**config.mk**
```make
export PLATFORM = sky130hd
export DESIGN_NAME = dragster_spi_responder
export DESIGN_NICKNAME = d
export VERILOG_FILES = /design/src/rtl/dragster_pkg.sv /design/src/rtl/spi_input_sync.sv /design/src/rtl/dragster_spi_responder.sv
export SDC_FILE = /design/constraint.sdc
export NUM_CORES = 1
export LEC_CHECK = 0
export BUFFER_PORTS_ARGS = -buffer_cell sky130_fd_sc_hd__buf_2
export CAP_MARGIN = 5
export CORE_MARGIN = 2
export CORE_UTILIZATION = 61
export CTS_CLUSTER_DIAMETER = 120
export CTS_CLUSTER_SIZE = 40
export DETAILED_ROUTE_END_ITERATION = 8
export PLACE_DENSITY_LB_ADDON = 0.25
export SLEW_MARGIN = 30
export SYNTH_ARGS = -nofsm -noshare
export SYNTH_HDL_FRONTEND = slang
export SYNTH_SLANG_ARGS = --single-unit
```
**constraint.sdc**
```tcl
create_clock -name clk -period 3.1 [get_ports clk]
set_clock_uncertainty 0.1 [all_clocks]
set_input_delay 0.31 -clock clk [delete_from_list [all_inputs] [get_ports clk]]
set_output_delay 0.31 -clock clk [all_outputs]
set_load 0.01 [all_outputs]
```
**src/rtl/dragster_pkg.sv**
```systemverilog
// Shared frame layout, FSM states and counter helper for the Dragster SPI responder.
package dragster_pkg;

   localparam int FRAME_BITS      = 16;
   localparam int DATA_MSB        = 15;
   localparam int DATA_LSB        = 8;
   localparam int RD_FLAG_BIT     = 7;
   localparam int ADDR_MSB        = 6;
   localparam int UPDATE_REG_ADDR = 1;
   localparam int UPDATE_BIT      = 7;
   localparam int CNT_WIDTH       = 5;

   typedef enum logic [1:0] {
      ST_IDLE   = 2'd0,
      ST_SHIFT  = 2'd1,
      ST_COMMIT = 2'd2
   } state_e;

   // Bit counter that sticks at FRAME_BITS so overlong frames cannot wrap it.
   function automatic logic [CNT_WIDTH-1:0] sat_inc(input logic [CNT_WIDTH-1:0] cnt);
      if (cnt == CNT_WIDTH'(FRAME_BITS)) begin
         return cnt;
      end else begin
         return cnt + 5'd1;
      end
   endfunction

endpackage

```
**src/rtl/spi_input_sync.sv**
```systemverilog
// Multi-flop synchronizer for one SPI pin with rising/falling edge detect in the clk domain.
module spi_input_sync #(
   parameter int   SYNC_STAGES = 2,
   parameter logic RESET_VAL   = 1'b0
) (
   input  logic clk,
   input  logic reset_n,
   input  logic din,
   output logic dout,
   output logic rise,
   output logic fall
);

   logic [SYNC_STAGES-1:0] sync_r;
   logic                   prev_r;

   // Synchronizer chain plus one extra flop holding the previous synchronized value.
   always_ff @(posedge clk) begin
      if (!reset_n) begin
         sync_r <= {SYNC_STAGES{RESET_VAL}};
         prev_r <= RESET_VAL;
      end else begin
         sync_r <= {sync_r[SYNC_STAGES-2:0], din};
         prev_r <= sync_r[SYNC_STAGES-1];
      end
   end

   assign dout = sync_r[SYNC_STAGES-1];
   assign rise = dout & ~prev_r;
   assign fall = ~dout & prev_r;

endmodule

```
**src/rtl/dragster_spi_responder.sv**
```systemverilog
// SPI slave terminating 16-bit Dragster configuration frames into an 8-bit register file.
// Readback on MISO is built only when DRAGSTER_SPI_RESP_READBACK_EN is defined.
module dragster_spi_responder
   import dragster_pkg::*;
#(
   parameter int NUM_REGS    = 16,
   parameter int ADDR_WIDTH  = 4,
   parameter int SYNC_STAGES = 2
) (
   input  logic                  clk,
   input  logic                  reset_n,
   input  logic                  sclk,
   input  logic                  ss_n,
   input  logic                  mosi,
   output logic                  miso,
   output logic                  miso_oe,
   input  logic [ADDR_WIDTH-1:0] reg_rd_addr,
   output logic [7:0]            reg_rd_data,
   output logic                  wr_valid,
   output logic [ADDR_WIDTH-1:0] wr_addr,
   output logic [7:0]            wr_data,
   output logic                  update_pulse,
   output logic                  frame_error,
   output logic                  busy
);

   logic sclk_s, sclk_rise_s, sclk_fall_s;
   logic ss_s, ss_rise_s, ss_fall_s;
   logic mosi_s, mosi_rise_unused_s, mosi_fall_unused_s;

   state_e                 state_r, state_next_s;
   logic [CNT_WIDTH-1:0]   cnt_r;
   logic [FRAME_BITS-1:0]  rx_sr_r;
   logic [7:0]             regs_r [NUM_REGS];

   logic [ADDR_MSB:0]      addr_s;
   logic [7:0]             data_s;
   logic                   rd_flag_s;
   logic                   frame_ok_s, addr_ok_s;
   logic                   commit_write_s, commit_read_s, commit_error_s, update_s;

   logic                   wr_valid_r, update_r, frame_error_r, busy_r;
   logic [ADDR_WIDTH-1:0]  wr_addr_r;
   logic [7:0]             wr_data_r;

   // ss_n chain resets low so a select already asserted at reset release never looks like a falling edge.
   spi_input_sync #(.SYNC_STAGES(SYNC_STAGES), .RESET_VAL(1'b0)) u_sync_sclk (
      .clk(clk), .reset_n(reset_n), .din(sclk),
      .dout(sclk_s), .rise(sclk_rise_s), .fall(sclk_fall_s));

   spi_input_sync #(.SYNC_STAGES(SYNC_STAGES), .RESET_VAL(1'b0)) u_sync_ss (
      .clk(clk), .reset_n(reset_n), .din(ss_n),
      .dout(ss_s), .rise(ss_rise_s), .fall(ss_fall_s));

   spi_input_sync #(.SYNC_STAGES(SYNC_STAGES), .RESET_VAL(1'b0)) u_sync_mosi (
      .clk(clk), .reset_n(reset_n), .din(mosi),
      .dout(mosi_s), .rise(mosi_rise_unused_s), .fall(mosi_fall_unused_s));

   // FSM state register.
   always_ff @(posedge clk) begin
      if (!reset_n) begin
         state_r <= ST_IDLE;
      end else begin
         state_r <= state_next_s;
      end
   end

   // FSM next-state logic.
   always_comb begin
      state_next_s = state_r;
      case (state_r)
         ST_IDLE: begin
            if (ss_fall_s) state_next_s = ST_SHIFT;
            else           state_next_s = ST_IDLE;
         end
         ST_SHIFT: begin
            if (ss_rise_s) state_next_s = ST_COMMIT;
            else           state_next_s = ST_SHIFT;
         end
         ST_COMMIT: state_next_s = ST_IDLE;
         default:   state_next_s = ST_IDLE;
      endcase
   end

   // Receive shifter and saturating bit counter.
   always_ff @(posedge clk) begin
      if (!reset_n) begin
         cnt_r   <= 5'd0;
         rx_sr_r <= 16'h0000;
      end else if (state_r == ST_IDLE && ss_fall_s) begin
         cnt_r   <= 5'd0;
         rx_sr_r <= 16'h0000;
      end else if (state_r == ST_SHIFT && sclk_rise_s) begin
         if (cnt_r != 5'(FRAME_BITS)) begin
            rx_sr_r <= {rx_sr_r[FRAME_BITS-2:0], mosi_s};
         end else begin
            rx_sr_r <= rx_sr_r;
         end
         cnt_r <= sat_inc(cnt_r);
      end else begin
         cnt_r   <= cnt_r;
         rx_sr_r <= rx_sr_r;
      end
   end

   assign addr_s     = rx_sr_r[ADDR_MSB:0];
   assign data_s     = rx_sr_r[DATA_MSB:DATA_LSB];
   assign frame_ok_s = (cnt_r == 5'(FRAME_BITS));
   assign addr_ok_s  = ({1'b0, addr_s} < 8'(NUM_REGS));

`ifdef DRAGSTER_SPI_RESP_READBACK_EN
   assign rd_flag_s = rx_sr_r[RD_FLAG_BIT];
`else
   assign rd_flag_s = 1'b0;
`endif

   // FSM output decode: what the COMMIT cycle does with the captured frame.
   always_comb begin
      commit_write_s = 1'b0;
      commit_read_s  = 1'b0;
      commit_error_s = 1'b0;
      if (state_r == ST_COMMIT) begin
         if (!frame_ok_s || !addr_ok_s) begin
            commit_error_s = 1'b1;
         end else if (rd_flag_s) begin
            commit_read_s = 1'b1;
         end else begin
            commit_write_s = 1'b1;
         end
      end else begin
         commit_write_s = 1'b0;
      end
   end

   assign update_s = commit_write_s && (addr_s == 7'(UPDATE_REG_ADDR)) && data_s[UPDATE_BIT];

   // Register file, write reporting and strobes, all registered.
   always_ff @(posedge clk) begin
      if (!reset_n) begin
         for (int i = 0; i < NUM_REGS; i++) begin
            regs_r[i] <= 8'h00;
         end
         wr_valid_r    <= 1'b0;
         update_r      <= 1'b0;
         frame_error_r <= 1'b0;
         busy_r        <= 1'b0;
         wr_addr_r     <= '0;
         wr_data_r     <= 8'h00;
      end else begin
         wr_valid_r    <= commit_write_s;
         update_r      <= update_s;
         frame_error_r <= commit_error_s;
         busy_r        <= (state_next_s != ST_IDLE);
         if (commit_write_s) begin
            regs_r[addr_s[ADDR_WIDTH-1:0]] <= data_s;
            wr_addr_r                      <= addr_s[ADDR_WIDTH-1:0];
            wr_data_r                      <= data_s;
         end else begin
            wr_addr_r <= wr_addr_r;
            wr_data_r <= wr_data_r;
         end
      end
   end

   assign reg_rd_data  = regs_r[reg_rd_addr];
   assign wr_valid     = wr_valid_r;
   assign wr_addr      = wr_addr_r;
   assign wr_data      = wr_data_r;
   assign update_pulse = update_r;
   assign frame_error  = frame_error_r;
   assign busy         = busy_r;

`ifdef DRAGSTER_SPI_RESP_READBACK_EN
   logic       rb_pending_r, miso_r, miso_oe_r;
   logic [7:0] rb_data_r, tx_sr_r;

   // Readback latch and MISO shifter; the pending byte is consumed by the next frame.
   always_ff @(posedge clk) begin
      if (!reset_n) begin
         rb_pending_r <= 1'b0;
         rb_data_r    <= 8'h00;
         tx_sr_r      <= 8'h00;
         miso_r       <= 1'b0;
         miso_oe_r    <= 1'b0;
      end else begin
         miso_oe_r <= (state_next_s == ST_SHIFT);
         if (commit_read_s) begin
            rb_pending_r <= 1'b1;
            rb_data_r    <= regs_r[addr_s[ADDR_WIDTH-1:0]];
         end else if (state_r == ST_IDLE && ss_fall_s) begin
            rb_pending_r <= 1'b0;
         end else begin
            rb_pending_r <= rb_pending_r;
         end
         if (state_r == ST_IDLE && ss_fall_s) begin
            miso_r  <= rb_pending_r & rb_data_r[7];
            tx_sr_r <= rb_pending_r ? {rb_data_r[6:0], 1'b0} : 8'h00;
         end else if (state_r == ST_SHIFT && sclk_fall_s) begin
            miso_r  <= tx_sr_r[7];
            tx_sr_r <= {tx_sr_r[6:0], 1'b0};
         end else if (state_r == ST_SHIFT) begin
            miso_r  <= miso_r;
            tx_sr_r <= tx_sr_r;
         end else begin
            miso_r  <= 1'b0;
            tx_sr_r <= tx_sr_r;
         end
      end
   end

   assign miso    = miso_r;
   assign miso_oe = miso_oe_r;

   logic unused_sync_s;
   assign unused_sync_s = ^{sclk_s, ss_s, mosi_rise_unused_s, mosi_fall_unused_s};
`else
   assign miso    = 1'b0;
   assign miso_oe = 1'b0;

   logic unused_sync_s;
   assign unused_sync_s = ^{sclk_s, ss_s, mosi_rise_unused_s, mosi_fall_unused_s,
                            sclk_fall_s, commit_read_s, rx_sr_r[RD_FLAG_BIT]};
`endif

endmodule
```
After elaboration in Yosys (flattened, before gate mapping)
Memories as Yosys holds them, arrays and structs flattened.
Cells that the tools add are included.
{ "word_totals": {"ram_bits": 128, "inputBits": 9, "regBits": 47, "n_memories": 1} }
{ "classes": {"n_mux": 13, "n_bitwise": 8, "magnitude_cmp": 1, "n_addsub": 1, "n_eq_ne": 5, "n_reduce_logical": 14} }
{ "memory_table": {"columns": ["name", "depth", "word_bits", "rd", "rd_clocked_by_memory_dff", "write_ports", "line", "rtl"], "rows": [
  ["regs_r", 16, 8, 1, 0, 16, "dragster_spi_responder.sv:34", "logic [7:0] regs_r [NUM_REGS];"]
]} }
{ "ops": {"columns": ["operator", "n"], "rows": [
  ["$mux 1", 9],
  ["$mux 8", 1],
  ["$reduce_or 8->1", 1],
  ["$eq 7x1->1 const B", 1],
  ["$lt 7x5->1 const B", 1],
  ["$reduce_and 2->1", 3],
  ["$add 5x1->5 const B", 1],
  ["$eq 5x5->1 const B", 1],
  ["$ne 5x5->1 const B", 1],
  ["$not 1->1", 5],
  ["$logic_and 1x1->1", 4],
  ["$mux 4", 1],
  ["$pmux 2 s2", 1],
  ["$and 1x1->1", 3],
  ["$eq 2x1->1 const B", 1],
  ["$eq 2x2->1 const B", 1],
  ["$logic_not 1->1", 2],
  ["$logic_not 2->1", 1],
  ["$mux 2", 1],
  ["$reduce_bool 2->1", 1],
  ["$reduce_or 2->1", 1],
  ["$logic_or 1x1->1", 1]
]} }

Longest topological paths before layout
Gate-level depths: netlist (run 1).
{ "logic_depth": {"ltp_word": 10, "mapped_depth": 7, "ltp_nobuf": 5} }

Modules after synthesis
From an unflattened synthesis (run 1), not the netlist that was laid out.
{ "hier_totals": {"hier_cells": 613, "hier_area_um2": 7812.5} }
{ "by_module_without_submodules": {"columns": ["module", "instances", "cells_each", "seq_area_each_um2", "area_per_inst_um2"], "rows": [
  ["dragster_spi_responder", 1, 589, 4624.4, 7538.5],
  ["spi_input_sync", 3, 8, 60.1, 91.3]
]} }

Least setup slack after synthesis (run 1)
OpenSTA, ideal clock, no wires.
{ "synth_path": {"kind": "reg2reg", "startpoint": "register cnt_r[0]", "endpoint": "memory regs_r[2][0] (enable)", "n_path_buf": 1, "t_arrival_ps": 1991, "t_required_ps": 2602, "setup_ps": 398, "path_stages_with_launch": 7, "slack_ps": 611, "cell_sequence": "dfxtp_1 > inv_1 > ha_1 > and4bb_1 > buf_2 > nand4_2 > o41ai_1"} }
{ "synth_rtl": {"columns": ["item", "line", "rtl"], "rows": [
  ["start, declared", "dragster_spi_responder.sv:32", "logic [CNT_WIDTH-1:0] cnt_r;"],
  ["start signal, assigned", "dragster_spi_responder.sv:99", "cnt_r <= sat_inc(cnt_r);"],
  ["start signal, assigned", "dragster_spi_responder.sv:101", "cnt_r <= cnt_r;"],
  ["end, declared", "dragster_spi_responder.sv:34", null]
]} }

==> out/results.env, run 1 <==
DRTPASS1ITERATIONS=5
SYNTH.TOP_CELLS.BY_AREA='sky130_fd_sc_hd__edfxtp_1 50%, sky130_fd_sc_hd__dfxtp_1 12%, sky130_fd_sc_hd__mux4_2 9.4%'
FLOORPLAN.DIE_AREA_SQ_UM=13500
WORST_EP_REQUIRED_TIME_PS=3130
FLOORPLAN.IO_PINS=35
YS_WARN_COUNT=0
FINAL_AREA_SQ_UM=8640
WORST_SKEW_PAIR.LATE_LATENCY_PS=420
ANT_NETS=0
TIMING_HOLD_VIOLATIONS_FINAL=0
SYNTH.DISTINCT_CELLS=43
CLK_ROOT_BUFFER_CELL='sky130_fd_sc_hd__clkbuf_16'
SETUP_VIOL=0
GRT_FIRST_PASS_WIRELENGTH_MM=27.7
CTS_TREE='yes'
YOSYSTOPAREACELLSHARE_PCT=50.2
YS_SEQ_ELEMENTS=175
BIGGEST_CELL_DELAY_ALONG_THE_CRITICAL_PATH_PS=440
FF2FF_SETUP_SLACK_PS=510
CLKPWRFRAC_PCT=41.3
POSTROUTEWIRELENGTH_MM=17.5
CRITICAL_PATH_CLASS='reg2reg'
WORST_HOLD_SLACK_AFTER_FINAL_LAYOUT_PS=334
P_PER_AREA_nW_PER_UM2=568
DR.MAX_LAYER_USED='met4'
LAYOUT_WORST_PATH_CYCLE_SHARE_PCT=83.6
CRIT_BUF_INV=3
TIMING.CRITICAL_PATH.ARRIVAL_PS=2620
LAYOUT-DRIVE-GT1-SHARE_PCT=19.9
SLEW_VIOL_FINAL=0
NUM-NETS-FINAL=665
PATH_DELAY_FAMILY='simple AND/OR/NAND/NOR gates'
SWITCHING_POWER_uW=980
SYNTHESIS.AREA_PER_INSTANCE_SQ_UM=12.3
VIAS_PER_CELL=6.23
TRITONCTS_NUM_SINKS=175
CELLINTERNALPOWER_uW=3930
SYNTH_AREA_SQ_UM=7650
PATH_MAX_FANOUT=34
CLOCK_PATH_BUFFERS=2
CTSHTREEMAXLEVEL=4
ANTENNA_CELLS=0
FINISH.CELL_COUNT_WITHOUT_FILLERS=835
FLOORPLAN.INITIALDENSITY_PCT=63.2
GRT_PASS1_VIAS=5043
P_SW_SHARE_PCT=20.0
ROWS=40
SEQPWRFRAC_PCT=53.4
CRITICAL_PATH.CELL_CHAIN='inv_1, ha_1, and4bb_1, buf_4, nand4_1, o31ai_1, buf_4'
RUN_STATUS='finished, final reports clean'
DIE-WIDTH_UM=116
DP_CELLS=800
PIN_COUNT_OF_THE_BIGGEST_NET_ENTERING_GLOBAL_ROUTING=37
CRIT_PATH_TOP_DELAY_CELL='sky130_fd_sc_hd__nand4_1'
IO_BUFFERS=32
RELSLEWSLACK_PCT=49.0
FMAX_MHz=386
WIRELENGTH_MET1_MM=7.30
SEQUENTIAL_TO_TOTAL_AREA_SHARE_FROM_YOSYS_STAT_PCT=62.5
WORSTHOLDPATHTYPE='reg2reg'
GRT_ANTENNA_BEFORE_REPAIR=0
FINAL_WTD_CONGESTION=0.813
CTS_BUFFERS=17
POSTSYNTHCELLCOUNT=624
RSZ0062_AT_GRT='no'
FINAL_PERIOD_MINUS_WORST_SETUP_SLACK_PS=2590
SETUP.WORST_PATH.END_CLASS='flop'
DRC=0
VDD.IR_DROP.WORST_mV=0.378
WORST_PATH_MOST_REPEATED_CELL='sky130_fd_sc_hd__buf_4'
SETUP-TNS-FINAL_PS=0
AREA.GROWTH.SYNTH_TO_FINAL_PCT=12.9
WORST_PIN_SLEW_PS=765
CELLLEAKAGEPOWER_uW=0.00275
MET2WIRELENGTH_MM=8.58
PLACEMENT.CELL_AREA_SQ_UM=8050
SETUP.WORST_PATH.START_CLASS='flop'
FLOORPLAN.DIE.HEIGHT_UM=116
YOSYS_TOP_CELL_BY_AREA='sky130_fd_sc_hd__edfxtp_1'
CORE_REGION_AREA_SQ_UM=12100
BUFFER_COUNT_FROM_POST_CTS_SETUP_FIXING=0
CLKSLEWWORSTSETUPHOLDPATHS_PS=60
COMBPWRFRAC_PCT=5.3
TIMING.MAX_CAP.VIOLATIONS=0
POST_DETAILED_ROUTE_WIRELENGTH_PER_CELL_UM=21.0
DP_HPWL_MM=11.1
GLOBAL_ROUTE.OVERFLOW_TOTAL=0
NUM_VIAS=5205
ROUTE.MET3.WL_MM=1.29
GRTUSAGETOTAL_PCT=28.0
DRT_ITER0_DRC=701
final cells by class:
cell class | count | area [sq um]
Clock buffer | 23 | 468
Inverter | 7 | 26.3
Timing Repair Buffer | 70 | 465
Tap cell | 168 | 210
Multi-Input combinational cell | 383 | 2590
Sequential cell | 175 | 4780
Clock inverter | 9 | 92.6
Fill cell | 869 | 3470
cells by family (layout without fill, tap and decap cells):
group / after synthesis / in the layout / synth area share (%)
other: 1 / 2 / 0.0490
adders and majority gates: 3 / 3 / 0.458
DFF: 175 / 175 / 62.5
muxes: 34 / 34 / 9.68
buffers and inverters: 67 / 109 / 3.74
and+or+nand+nor: 248 / 248 / 15.8
AOI/OAI and AO/OA: 96 / 96 / 7.78
stage by stage:
| step | setup slack (ps) | power, uW | utilization (%) |
|---|---|---|---|
| global route | 322 | 5030 | 71.3 |
| detailed placement | 539 | 2930 | 66.5 |
| finish | 509 | 4910 | 71.3 |
| floorplan | 611 | 2830 | - |
| CTS | 496 | 4930 | 71.3 |
| global placement | 693 | 2920 | 66.5 |
state kept, by name, summed over array words and instances, names as in the netlist, 2 cells and up:
register	cells
cnt_r	5
u_sync_sclk.sync_r	2
wr_data	8
u_sync_ss.sync_r	2
regs_r	128
state_r	2
u_sync_mosi.sync_r	2
rx_sr_r	16
wr_addr	4
power groups by stage:
stage / registers [uW] / logic (uW) / clock network, uW
3_5_place_dp: 2670 / 255 / 0
6_report: 2620 / 260 / 2030
2_1_floorplan: 2660 / 171 / 0
5_1_grt: 2630 / 278 / 2130
3_3_place_gp: 2670 / 252 / 0
4_1_cts: 2620 / 260 / 2040
Yosys cell counts (all sizes together):
cell and n:
clkbuf 31, ha 2, o21ai 26, a22oi 16, nand4 17, mux2i 2
a31o 1, or3 1, o41ai 1, edfxtp 128, o31ai 20, nor4bb 1
nor2 68, conb 1, nor4b 1, nor3 66, inv 6, clkinv 1
or4b 1, and2 9, a21boi 1, and4bb 1, maj3 1, nor2b 7
nand4bb 2, and3b 1, nand3b 2, a21oi 31, nand3 21, nand2b 4
nor4 1, or4 1, buf 29, mux4 32, dfxtp 47, nand2 44
placed cells by master, fill, tap and decap left out, types with 17 or more instances in the layout:
master                      count
sky130_fd_sc_hd__nor3_1        65
sky130_fd_sc_hd__nand3_1       21
sky130_fd_sc_hd__mux4_2        32
sky130_fd_sc_hd__clkbuf_16     17
sky130_fd_sc_hd__buf_2         32
sky130_fd_sc_hd__a21oi_1       31
sky130_fd_sc_hd__buf_4         34
sky130_fd_sc_hd__o31ai_1       17
sky130_fd_sc_hd__edfxtp_1     128
sky130_fd_sc_hd__nand2_1       43
sky130_fd_sc_hd__o21ai_0       25
sky130_fd_sc_hd__dfxtp_1       47
sky130_fd_sc_hd__nor2_1        68
path summary, 6_finish.rpt:
| kind | start | cells after the start | end |
|---|---|---|---|
| max | cnt_r[0] | 7 | regs_r[1][0] |
| min | u_sync_sclk.sync_r[0] | 1 | u_sync_sclk.sync_r[1] |
| max reg2reg | cnt_r[0] | 7 | regs_r[1][0] |
| min reg2reg | u_sync_sclk.sync_r[0] | 1 | u_sync_sclk.sync_r[1] |
layer usage:
layer	track usage, %	vias to the layer above
met2	44.5	267
met1	39.2	2508
met4	9.13	0
met3	6.01	30
met5	0	-
li1	-	2400
timing repair:
item,in CTS,in global routing
hold buffers,3,0
resized for setup,0,0
endpoints found under the hold margin,3,0
Power figures use the tool's default switching activity.
==> run 2, diff against run 1 <==
ABC_AREA = 1   (was unset)
CORE_UTILIZATION = 56   (was 61)
clock period = 2.3 ns   (was 3.1 ns; I/O delays follow)
==> run 2 against run 1 <==
  * Fmax rose by 23%
  * Worst hold slack worse by 190 ps
  * Utilization decreased by 7.6 points
==> out/results.env, run 2 <==
TIMING_HOLD_VIOLATIONS_FINAL=0  # unchanged
GLOBAL_ROUTE.OVERFLOW_TOTAL=0  # unchanged
DRT_ITER0_DRC=612  # -13%
WORST_EP_REQUIRED_TIME_PS=2350  # -780 ps
TIMING.CRITICAL_PATH.ARRIVAL_PS=2140  # -480 ps
PATH_DELAY_FAMILY='simple AND/OR/NAND/NOR gates'
FF2FF_SETUP_SLACK_PS=200  # -310 ps
CTS_BUFFERS=17  # unchanged
AREA.GROWTH.SYNTH_TO_FINAL_PCT=11.4
VIAS_PER_CELL=5.65  # -9.3%
WORST_PATH_MOST_REPEATED_CELL='sky130_fd_sc_hd__inv_1'
FLOORPLAN.DIE.HEIGHT_UM=126  # +8.5%
CTSHTREEMAXLEVEL=4  # unchanged
YS_SEQ_ELEMENTS=175  # unchanged
FMAX_MHz=477  # +23%
RUN_STATUS='finished, final reports clean'
CELLLEAKAGEPOWER_uW=0.00356  # +30%
SEQUENTIAL_TO_TOTAL_AREA_SHARE_FROM_YOSYS_STAT_PCT=57.5  # -5.0 points
FINAL_WTD_CONGESTION=0.899  # +11%
FLOORPLAN.DIE_AREA_SQ_UM=15800  # +18%
SETUP.WORST_PATH.START_CLASS='flop'
CTS_TREE='yes'
SETUP_VIOL=0  # unchanged
MOSTFREQUENTLAYOUTCELLS='225 x sky130_fd_sc_hd__nand2_1, 128 x sky130_fd_sc_hd__edfxtp_1, 113 x sky130_fd_sc_hd__nor2_1'
BUFFER_COUNT_FROM_POST_CTS_SETUP_FIXING=0  # unchanged
ROWS=44  # +10%
GRT_PASS1_VIAS=5997  # +19%
CRIT_BUF_INV=3  # unchanged
CLKSLEWWORSTSETUPHOLDPATHS_PS=60  # about the same
PATH_MAX_FANOUT=9  # -74%
DP_HPWL_MM=12.6  # +13%
NUM-NETS-FINAL=904  # +36%
SYNTH.CELLS.MOST_FREQUENT='225 x sky130_fd_sc_hd__nand2_1, 128 x sky130_fd_sc_hd__edfxtp_1, 113 x sky130_fd_sc_hd__nor2_1, 71 x sky130_fd_sc_hd__nand3_1, 60 x sky130_fd_sc_hd__nor3_2'
WORST_PIN_SLEW_PS=535  # -231 ps
DRC=0  # unchanged
TIMING.MAX_CAP.VIOLATIONS=0  # unchanged
GRTUSAGETOTAL_PCT=24.8  # -3.2 points
FLOORPLAN.INITIALDENSITY_PCT=57.2  # -6.0 points
YOSYS_TOP_CELL_BY_AREA='sky130_fd_sc_hd__edfxtp_1'
SYNTH.TOP_CELLS.BY_AREA='sky130_fd_sc_hd__edfxtp_1 46%, sky130_fd_sc_hd__dfxtp_1 11%, sky130_fd_sc_hd__nand2_1 10%'
TRITONCTS_NUM_SINKS=175  # unchanged
WORST_SKEW_PAIR.LATE_LATENCY_PS=430  # about the same
CLOCK_PATH_BUFFERS=2  # unchanged
YOSYSTOPAREACELLSHARE_PCT=46.2  # -4.0 points
POST_DETAILED_ROUTE_WIRELENGTH_PER_CELL_UM=17.4  # -17%
RELSLEWSLACK_PCT=64.3  # +15 points
LAYOUT-DRIVE-GT1-SHARE_PCT=20.6  # +0.70 points
FLOORPLAN.IO_PINS=35  # unchanged
DP_CELLS=1055  # +32%
FINAL_PERIOD_MINUS_WORST_SETUP_SLACK_PS=2100  # -493 ps
LAYOUT_WORST_PATH_CYCLE_SHARE_PCT=91.2  # +7.6 points
P_PER_AREA_nW_PER_UM2=720  # +27%
POSTSYNTHCELLCOUNT=860  # +38%
CORE_REGION_AREA_SQ_UM=14500  # +20%
SLEW_VIOL_FINAL=0  # unchanged
LARGEST-REGISTER='regs_r'
CRITICAL_PATH.CELL_CHAIN='inv_1, ha_1, nand2_1, inv_1, nand2_2, nor2_8, nand4_4, o21ai_0, buf_4'
WORSTHOLDPATHTYPE='in2reg'
COMBPWRFRAC_PCT=6.3  # +1.0 points
IO_BUFFERS=32  # unchanged
SYNTH_AREA_SQ_UM=8320  # +8.6%
SYNTH_MOST_COMMON_CELL='sky130_fd_sc_hd__nand2_1'
YS_WARN_COUNT=0  # unchanged
FINISH.CELL_COUNT_WITHOUT_FILLERS=1090  # +31%
LARGEST_REGISTER_FFS=128  # unchanged
CELLINTERNALPOWER_uW=5180  # +32%
SWITCHING_POWER_uW=1490  # +52%
PIN_COUNT_OF_THE_BIGGEST_NET_ENTERING_GLOBAL_ROUTING=65  # +76%
ANTENNA_CELLS=0  # unchanged
P_SW_SHARE_PCT=22.3  # +2.3 points
CRIT_PATH_TOP_DELAY_CELL='sky130_fd_sc_hd__dfxtp_1'
SYNTHESIS.AREA_PER_INSTANCE_SQ_UM=9.67  # -21%
CLKPWRFRAC_PCT=40.6  # -0.7 points
HOLDBUFCOUNTCTS=3  # unchanged
POSTROUTEWIRELENGTH_MM=19.0  # +8.2%
ANT_NETS=0  # unchanged
SYNTH.DISTINCT_CELLS=31  # -28%
FINAL_COMMON_CELL='sky130_fd_sc_hd__nand2_1'
RSZ0062_AT_GRT='no'
CRITICAL_PATH_CLASS='reg2reg'
NUM_VIAS=6162  # +18%
CLK_ROOT_BUFFER_CELL='sky130_fd_sc_hd__clkbuf_16'
VDD.IR_DROP.WORST_mV=0.475  # +26%
BIGGEST_CELL_DELAY_ALONG_THE_CRITICAL_PATH_PS=330  # -110 ps
GRT_FIRST_PASS_WIRELENGTH_MM=30.5  # +9.9%
EDFF_COUNT_SYNTH=128  # unchanged
SYNTH-ASYNC-RESET-RATIO_PCT=0  # unchanged
DIE-WIDTH_UM=126  # +8.5%
SETUP-TNS-FINAL_PS=0  # unchanged
DRTPASS1ITERATIONS=5  # unchanged
GRT_ANTENNA_BEFORE_REPAIR=0  # unchanged
YS.FLOP_TYPE='sky130_fd_sc_hd__edfxtp_1'
POST_CTS_RESIZED=0  # unchanged
SETUP.WORST_PATH.END_CLASS='flop'
SEQPWRFRAC_PCT=53.1  # -0.3 points
## run 2: layer usage
layer / part of all wire, % / GRT usage (%) / vias to the layer above
li1: - / - / 2930
met1: 41 / 33.0 / 2903
met2: 49 / 40.8 / 287
met3: 8.3 / 4.59 / 42
met4: 2.3 / 9.89 / 0
met5: 0 / 0 / -
## run 2: through the flow
stage / worst slack, ps / cell area [sq um] / total power, uW / util [%] / hold slack (ps)
finish: 202 / 9270 / 6670 / 63.7 / 141
global route: 12.9 / 9270 / 6860 / 63.7 / 181
global placement: 293 / 8670 / 4000 / 59.7 / 293
CTS: 197 / 9270 / 6680 / 63.7 / 145
floorplan: 142 / 8320 / 3880 / - / 228
detailed placement: 250 / 8670 / 4020 / 59.7 / 301
## run 2: cell type report
type                    instances  area [sq um]
repair buffers                 71           485
multi-input cells             574          3000
well taps                     184           230
inverters                      54           203
fillers                      1165          5270
clock buffers                  23           509
flip-flops and latches        175          4780
clock inverters                 9          53.8
## run 2: power groups by stage
| stage | clock network (uW) | registers (uW) | logic, uW |
|---|---|---|---|
| floorplan | 0 | 3590 | 285 |
| global placement | 0 | 3600 | 396 |
| detailed placement | 0 | 3610 | 408 |
| CTS | 2730 | 3540 | 415 |
| global route | 2850 | 3550 | 465 |
| finish | 2710 | 3540 | 421 |
## run 2: cells by family (layout without fill, tap and decap cells)
group,Yosys count,in the layout,synth area share (%)
adder cells (fa/ha/maj),2,2,0.301
flip-flops,175,175,57.5
XOR/XNOR,3,3,0.316
AO/OA/AOI/OAI,71,71,4.27
AND/OR/NAND/NOR,496,496,31.1
buffers and inverters,112,157,6.44
other,1,2,0.0451
## run 2: worst min-delay path, stage by stage
cell and delay [ps]:
sky130_fd_sc_hd__buf_2 120, sky130_fd_sc_hd__inv_2 140, sky130_fd_sc_hd__a21oi_1 140
## run 2: worst paths after layout
path                         start                     to  depth (start not counted)
min reg2reg  u_sync_sclk.sync_r[0]  u_sync_sclk.sync_r[1]                          2
max                       cnt_r[0]          regs_r[14][4]                          9
min                        reset_n             wr_addr[2]                          3
max reg2reg               cnt_r[0]          regs_r[14][4]                          9
